### config.mk
export PLATFORM = sky130hd
export DESIGN_NAME = cla_seq32
export DESIGN_NICKNAME = d
export VERILOG_FILES = /design/src/rtl/cla_seq32.sv
export SDC_FILE = /design/constraint.sdc
export NUM_CORES = 1
export LEC_CHECK = 0
export ABC_AREA = 1
export CAP_MARGIN = 5
export CORE_AREA = 2 2 135 71
export CTS_CLUSTER_DIAMETER = 120
export DETAILED_ROUTE_END_ITERATION = 12
export DIE_AREA = 0 0 137 73
export DONT_BUFFER_PORTS = 1
export PLACE_DENSITY = 0.74
export SYNTH_ARGS = -nofsm -noshare
export SYNTH_HDL_FRONTEND = slang
export SYNTH_SLANG_ARGS = --single-unit
### constraint.sdc
create_clock -name clk -period 2.2 [get_ports clk]
set_clock_uncertainty 0.15 [all_clocks]
set_input_delay 0.33 -clock clk [delete_from_list [all_inputs] [get_ports clk]]
set_output_delay 0.33 -clock clk [all_outputs]
set_load 0.03 [all_outputs]
### src/rtl/cla_seq32.sv
// Sequential 32-bit adder: one 4-bit carry-lookahead slice reused over 8 nibbles.
// Optional subtract mode is enabled with `define CLA_SEQ_SUB_EN (adds input port sub).

module cla4 (
  input  logic [3:0] x,
  input  logic [3:0] y,
  input  logic       cin,
  output logic [3:0] sum,
  output logic       cout
);

  logic [3:0] g;
  logic [3:0] p;
  logic [4:0] c;

  always_comb begin
    g    = x & y;
    p    = x ^ y;
    c[0] = cin;
    c[1] = g[0] | (p[0] & cin);
    c[2] = g[1] | (p[1] & g[0]) | (p[1] & p[0] & cin);
    c[3] = g[2] | (p[2] & g[1]) | (p[2] & p[1] & g[0]) | (p[2] & p[1] & p[0] & cin);
    c[4] = g[3] | (p[3] & g[2]) | (p[3] & p[2] & g[1]) | (p[3] & p[2] & p[1] & g[0])
         | (p[3] & p[2] & p[1] & p[0] & cin);
    sum  = p ^ c[3:0];
    cout = c[4];
  end

endmodule

module cla_seq32 (
  input  logic        clk,
  input  logic        reset_n,
  input  logic        start,
  input  logic [31:0] a,
  input  logic [31:0] b,
  input  logic        ci,
`ifdef CLA_SEQ_SUB_EN
  input  logic        sub,
`endif
  output logic [31:0] s,
  output logic        co,
  output logic        busy,
  output logic        done
);

  localparam int DATA_W = 32;

  localparam logic [1:0] IDLE = 2'd0;
  localparam logic [1:0] EXEC = 2'd1;
  localparam logic [1:0] DONE = 2'd2;

  logic [1:0]        state;
  logic [2:0]        cnt;
  logic              carry_reg;
  logic [DATA_W-1:0] a_reg;
  logic [DATA_W-1:0] b_reg;
  logic              sub_reg;

  logic [3:0] a_nib;
  logic [3:0] b_nib;
  logic [3:0] nib_sum;
  logic       nib_co;
  logic       init_carry;

`ifdef CLA_SEQ_SUB_EN
  // Subtraction is a + ~b + 1, so the initial carry replaces ci.
  assign init_carry = sub ? 1'b1 : ci;
`else
  assign init_carry = ci;
`endif

  always_comb begin
    a_nib = a_reg[{cnt, 2'b00} +: 4];
    b_nib = b_reg[{cnt, 2'b00} +: 4];
    if (sub_reg) begin
      b_nib = ~b_nib;
    end
  end

  cla4 u_cla4 (
    .x    (a_nib),
    .y    (b_nib),
    .cin  (carry_reg),
    .sum  (nib_sum),
    .cout (nib_co)
  );

  always_ff @(posedge clk or negedge reset_n) begin
    if (!reset_n) begin
      state     <= IDLE;
      cnt       <= 3'd0;
      carry_reg <= 1'b0;
      a_reg     <= '0;
      b_reg     <= '0;
      sub_reg   <= 1'b0;
      s         <= '0;
      co        <= 1'b0;
    end else begin
      case (state)
        IDLE: begin
          if (start) begin
            state     <= EXEC;
            a_reg     <= a;
            b_reg     <= b;
            carry_reg <= init_carry;
            cnt       <= 3'd0;
            s         <= '0;
`ifdef CLA_SEQ_SUB_EN
            sub_reg   <= sub;
`else
            sub_reg   <= 1'b0;
`endif
          end
        end
        EXEC: begin
          s[{cnt, 2'b00} +: 4] <= nib_sum;
          carry_reg            <= nib_co;
          cnt                  <= cnt + 3'd1;
          // Last nibble: its carry is the 33rd result bit.
          if (cnt == 3'd7) begin
            co    <= nib_co;
            state <= DONE;
          end
        end
        DONE:    state <= IDLE;
        default: state <= IDLE;
      endcase
    end
  end

  assign busy = (state == EXEC);
  assign done = (state == DONE);

endmodule

# After elaboration in Yosys (flattened, before gate mapping)

Cells that the tools add are included.

Equal/unequal tests: 5
Bitwise operators: 29
Multiplexer cells: 10
Shifts and indexed selects: 4
Add/sub/neg operators: 2
Reduce and logical (&&, ||, !) cells: 6

Operator list:

| cell                                                   | number |
|---|---|
| one-hot mux 32 bit (2 select lines)                    | 1 |
| indexed part select 32 x 6 -> 4 bit                    | 2 |
| bitwise mux 32 bit                                     | 1 |
| 2-to-1 mux 32 bit                                      | 1 |
| variable shift 4 x 7 -> 32 bit (first input constant)  | 1 |
| indexed part select 4 x 7 -> 32 bit                    | 1 |
| AND 1 bit                                              | 16 |
| OR 1 bit                                               | 10 |
| AND reduction 2 bit                                    | 4 |
| XOR 4 bit                                              | 2 |
| negator 5 -> 7 bit                                     | 1 |
| one-hot mux 3 bit (2 select lines)                     | 1 |
| AND 4 bit                                              | 1 |
| 2-to-1 mux 2 bit                                       | 2 |
| one-hot mux 2 bit (2 select lines)                     | 1 |
| adder 3 x 1 -> 3 bit (second input constant)           | 1 |
| equality test 3 bit (second input constant)            | 1 |
| 2-to-1 mux 3 bit                                       | 1 |
| equality test 2 x 1 -> 1 bit (second input constant)   | 1 |
| equality test 2 bit (second input constant)            | 1 |
| logical NOT 2 bit                                      | 1 |
| inequality test 2 x 1 -> 1 bit (second input constant) | 1 |
| inequality test 2 bit (second input constant)          | 1 |
| one-hot mux 1 bit (2 select lines)                     | 1 |
| 2 further kinds                                        | 2 |

Output and inout bits: 35
Bits in registers: 103
Input port bits: 68

# Depth between registers and ports, before layout

Depth in word-level cells: 10
Mapped depth: 17
Depth with buffers taken out: 15

# Hierarchy

Synthesis repeated with hierarchy kept, for this count alone.

Cells, all modules: 672
Area, all modules: 5116.2 µm²

Modules (own cells, without submodules):

| module    | times used | cells each | sequential area each (µm²) | area each (µm²) |
|---|---|---|---|---|
| cla_seq32 | 1          | 641        | 2577.5                     | 4927.2 |
| cla4      | 1          | 31         | 0.0                        | 188.9 |

# Worst setup path before layout

No wires, ideal clock.

Kind: register to register
Start: register cnt[1]
End: register s[11]
Setup slack: -0.241 ns
Cell stages (with the launch flop): 16
Setup time: 0.065 ns
Arrival time: 2.226 ns
Cell sequence: dfrtp_1 > inv_2 > clkbuf_1 > o21ai_0 > o22ai_1 > nand2_1 > nand2_1 > ha_1 > or2_0 > nand2_1 > nand2_1 > nand2_1 > nand3_1 > nor2_1 > nand3_1 > nand2_1

Word-level cells in the longest chain between the ends: 10

RTL lines:

| what                                                   | RTL line | text |
|---|---|---|
| start: declaration                                     | 54       | `logic [2:0] cnt;` |
| start signal: assignment                               | 119      | `cnt <= cnt + 3'd1;` |
| indexed part select 32 x 6 -> 4 bit (on tied branches) | 74, 75   |  |
| XOR 4 bit or AND 4 bit (tied branches)                 | 18, 17   |  |
| AND 1 bit                                              | 22       | `c[3] = g[2] \| (p[2] & g[1]) \| (p[2] & p[1] & g[0]) \| (p[2] & p[1] & p[0] & cin);` |
| OR 1 bit or AND 1 bit (tied branches) (2 in series)    | 22       |  |
| OR 1 bit                                               | 22       |  |
| XOR 4 bit                                              | 25       | `sum = p ^ c[3:0];` |
| indexed part select 4 x 7 -> 32 bit                    | 117      | `s[{cnt, 2'b00} +: 4] <= nib_sum;` |
| bitwise mux 32 bit *                                   | 117      |  |
| one-hot mux 32 bit (2 select lines) *                  | 100      | `case (state)` |
| end signal: indexed assignment                         | 117      |  |
| end: declaration                                       | 41       | `output logic [31:0] s,` |

Mark *: on every way between the ends. The rest lies on a longest branch, timed or not.
A chain may end at the register's enable or synchronous reset.

# Worst setup path after layout

Start: register cnt[0]
End: register s[7]

Same word-level chain as after synthesis.

==> results.md <==
- First-pass DRT Iterations: 5
- Initial antenna violation count: 0
- DR WL/cell: around 18 um
- IO Port Bufs: 0
- Leakage power: 3.29 nW
- Crit-path cells: clkinv_4 > clkbuf_16 > nor2_4 > o22ai_2 > nand2_1 > nand2_2 > ha_4 > or2_1 > nand2_2 > nand2_2 > nand2_4 > nand3_4 > nor2_4 > nand3_2 > nand2_1
- Top-count cell post-synth: nand2_1
- Mapped Cells: 610
- CP Data Required Time: 2.34 ns
- Initial core utilization: 54.5%
- Global-route wire length before repair: 21600 um
- Layout overhead on the synthesized area: 34.8%
- RSZ-0062 raised after global routing: true
- Die area: 0.0100 sq mm
- Share of cells above drive strength 1: 21.1%
- Failing checks: negative hold slack, negative setup slack
- Routed Antenna Nets: 0
- Synth warnings: 0
- Hold Path Class: in -> async
- Die X: 137 um
- Final setup fails: 34
- # H-tree levels: 3
- Slowest CP cell: dfrtp_2
- Detail-routed via count per cell: 5.69
- Number of flops mapped to enable cells by yosys: 0
- Syn Nets: slightly below 700
- Fin nets: 774
- Fmax: 0.377 GHz
- Fin cells: 819
- Top_reg_cell synth: dfrtp_1
- Clock latency on the worst-skew pair: 0.35 ns
- Slew Viols, Final: 0
- Chip Height: between 70 and 80 um
- CTS sink cnt: 103
- Crit path top cell by count: nand2_2
- Post-synth ARST share: 100%
- Minimum clock period: 2.65 ns
- Period utilisation layout: 121%
- Crit path max fanout: 6
- Worst-path clk slew: 0.07 ns
- Leading area contributor after synthesis: dfrtp_1
- Drt drc: 0
- CTS tree: built
- Synth top area share: 52.5%
- Worst-case clock buffer depth: 2
- Worst-margin pin slew: between 0.5 and 0.6 ns
- Final HPWL DP: 8910 um
- Largest net degree at the start of global routing: about 100
- Max-slew headroom: 61.5%
- Crit-path leading delay family: simple AND/OR/NAND/NOR gates
- Post-synthesis sequential area ratio: 52.5%
- Total grt overflow: 0
- Vias in the first global route: 4202
- Main area contributors after synthesis: dfrtp_1 (52%), nand2_1 (21%), o21ai_0 (4.0%)
- Num CTS Buffers: 9
- WHS: -0.480 ns
- Startpoint types: flop
- Max VDD drop: 1.09 mV
- Placed Cells incl. Taps: 726
- Post-Route WL: approximately 15000 um
- CTS Root Cell: clkbuf_16
- Status: finished with violations
- Synthesized cell area: a little under 0.005 sq mm
- Slowest Stage Delay on Critical Path: 0.45 ns
- Max_cap viols: 0
- Number of fill cells in the layout: just over 600
- Via count: 4662
- Worst slack at placement: -0.294 ns
- Crit Path Class: reg -> reg
- Fin. Hold Viols: a little over 100
- DR iter-0 viols: 463
- Crit path capture type: flop
- Top-Level Pins: 103
- N_diodes: 0
- Final WS setup: -0.452 ns
- Buf/Inv on CP: 2
- Routability Congestion: 0.926
- Count of cell types in the netlist: 28
- Post-CTS Hold Buffers: 64
- PwrDens: 1980 mW/mm^2
- Total GRT Usage: between 20% and 30%
- CP arrival: 2.79 ns
- Core box area: between 0.009 and 0.01 sq mm
- Number of synthesized register bits: 103
- Rows: 25
- Post-synth top cells: nand2_1 (280), dfrtp_1 (103), nor2_1 (42)
- Syn avg cell area: 8.05 sq um
[path summary, 6_finish.rpt]
kind	start	to	slack [ns]	cells after the start
worst min-delay path	reset_n	s[29]	-0.48	0
max in group asynchronous	reset_n	a_reg[7]	2.22	0
worst max register to register	cnt[0]	s[7]	-0.45	15
worst min register to register	b_reg[9]	b_reg[9]	0.33	2
worst max-delay path	cnt[0]	s[7]	-0.45	15
min in group clk	ci	carry_reg	0	2
[timing repair]
| item | in CTS | in global routing |
|---|---|---|
| hold endpoints to repair | 167 | 103 |
| setup endpoints to repair | 31 | 34 |
| setup buffers | 4 | 8 |
| resized for setup | 39 | 67 |
| pin swaps | 18 | 30 |
| gates cloned | 1 | 2 |
[cells by family (layout without fill, tap and decap cells)]
logic type	count (synthesis)	after routing	share of synthesized area, %
compound gates	75	75	8.23
buf+inv	53	141	5.02
xor+xnor	1	1	0.178
mux	1	1	0.229
flops	103	103	52.5
simple gates	364	364	30.4
fa+ha+maj	13	13	3.46
[placed cells by master (no fill, tap or decap), types with 2 or more instances in the layout]
master | Yosys | final
o21ai_4 | 0 | 2
dfrtp_2 | 0 | 2
ha_1 | 12 | 8
clkbuf_16 | 0 | 11
o21ai_2 | 0 | 15
buf_4 | 6 | 24
ha_4 | 0 | 3
nor2_4 | 3 | 10
o22ai_2 | 0 | 5
clkbuf_1 | 6 | 2
nand3_2 | 0 | 11
inv_6 | 0 | 2
dlygate4sd3_1 | 0 | 64
nand2_1 | 280 | 263
nor2_2 | 3 | 7
o21ai_0 | 39 | 17
bufinv_16 | 0 | 2
a22o_1 | 2 | 2
nor2_1 | 42 | 31
dfrtp_1 | 103 | 101
nand4_1 | 4 | 4
nand3_1 | 22 | 10
nand3_4 | 2 | 3
o21ai_1 | 17 | 22
inv_1 | 16 | 14
nand2_2 | 4 | 20
buf_6 | 1 | 6
inv_2 | 9 | 9
buf_12 | 0 | 2
o22ai_1 | 17 | 12
[layer usage]
layer | global-route usage (%) | up-vias | part of all wire (%)
li1 | - | 2102 | -
met5 | 0 | - | 0
met2 | 38.6 | 286 | 42
met4 | 7.67 | 0 | 2.0
met3 | 8.82 | 38 | 12
met1 | 44.1 | 2236 | 44
[report_power, final]
| group | switching (mW) | internal [mW] | leakage, nW |
|---|---|---|---|
| combinational | 4.46 | 3.00 | 1.82 |
| sequential | 1.18 | 2.73 | 1.32 |
| clock | 0.705 | 1.00 | 0.150 |
[area by class of cell]
type | instances | area (sq um) | share of cell area [%]
Timing Repair Buffer | 100 | 1020 | 15.4
Tap cell | 121 | 151 | 2.29
Clock buffer | 11 | 233 | 3.52
Clock inverter | 5 | 81.3 | 1.23
Multi-Input combinational cell | 454 | 2450 | 37.0
Inverter | 25 | 104 | 1.57
Sequential cell | 103 | 2580 | 39.0
[stage by stage]
| stage | total power, mW | area [sq um] | hold WS [ns] | util, % | setup TNS [ns] |
|---|---|---|---|---|---|
| 6_report | 13.1 | 6620 | -0.480 | 73.5 | -9.44 |
| 5_1_grt | 13.7 | 6620 | -0.492 | 73.5 | -12.49 |
| 4_1_cts | 11.6 | 6290 | -0.485 | 69.8 | -4.70 |
| 3_5_place_dp | 8.92 | 5180 | -0.113 | 57.5 | -5.32 |
| 3_3_place_gp | 8.76 | 5180 | -0.112 | 57.5 | -4.21 |
| 2_1_floorplan | 7.46 | 5000 | -0.116 | - | -0.919 |
Note: power is estimated with default switching activity, not from simulation.
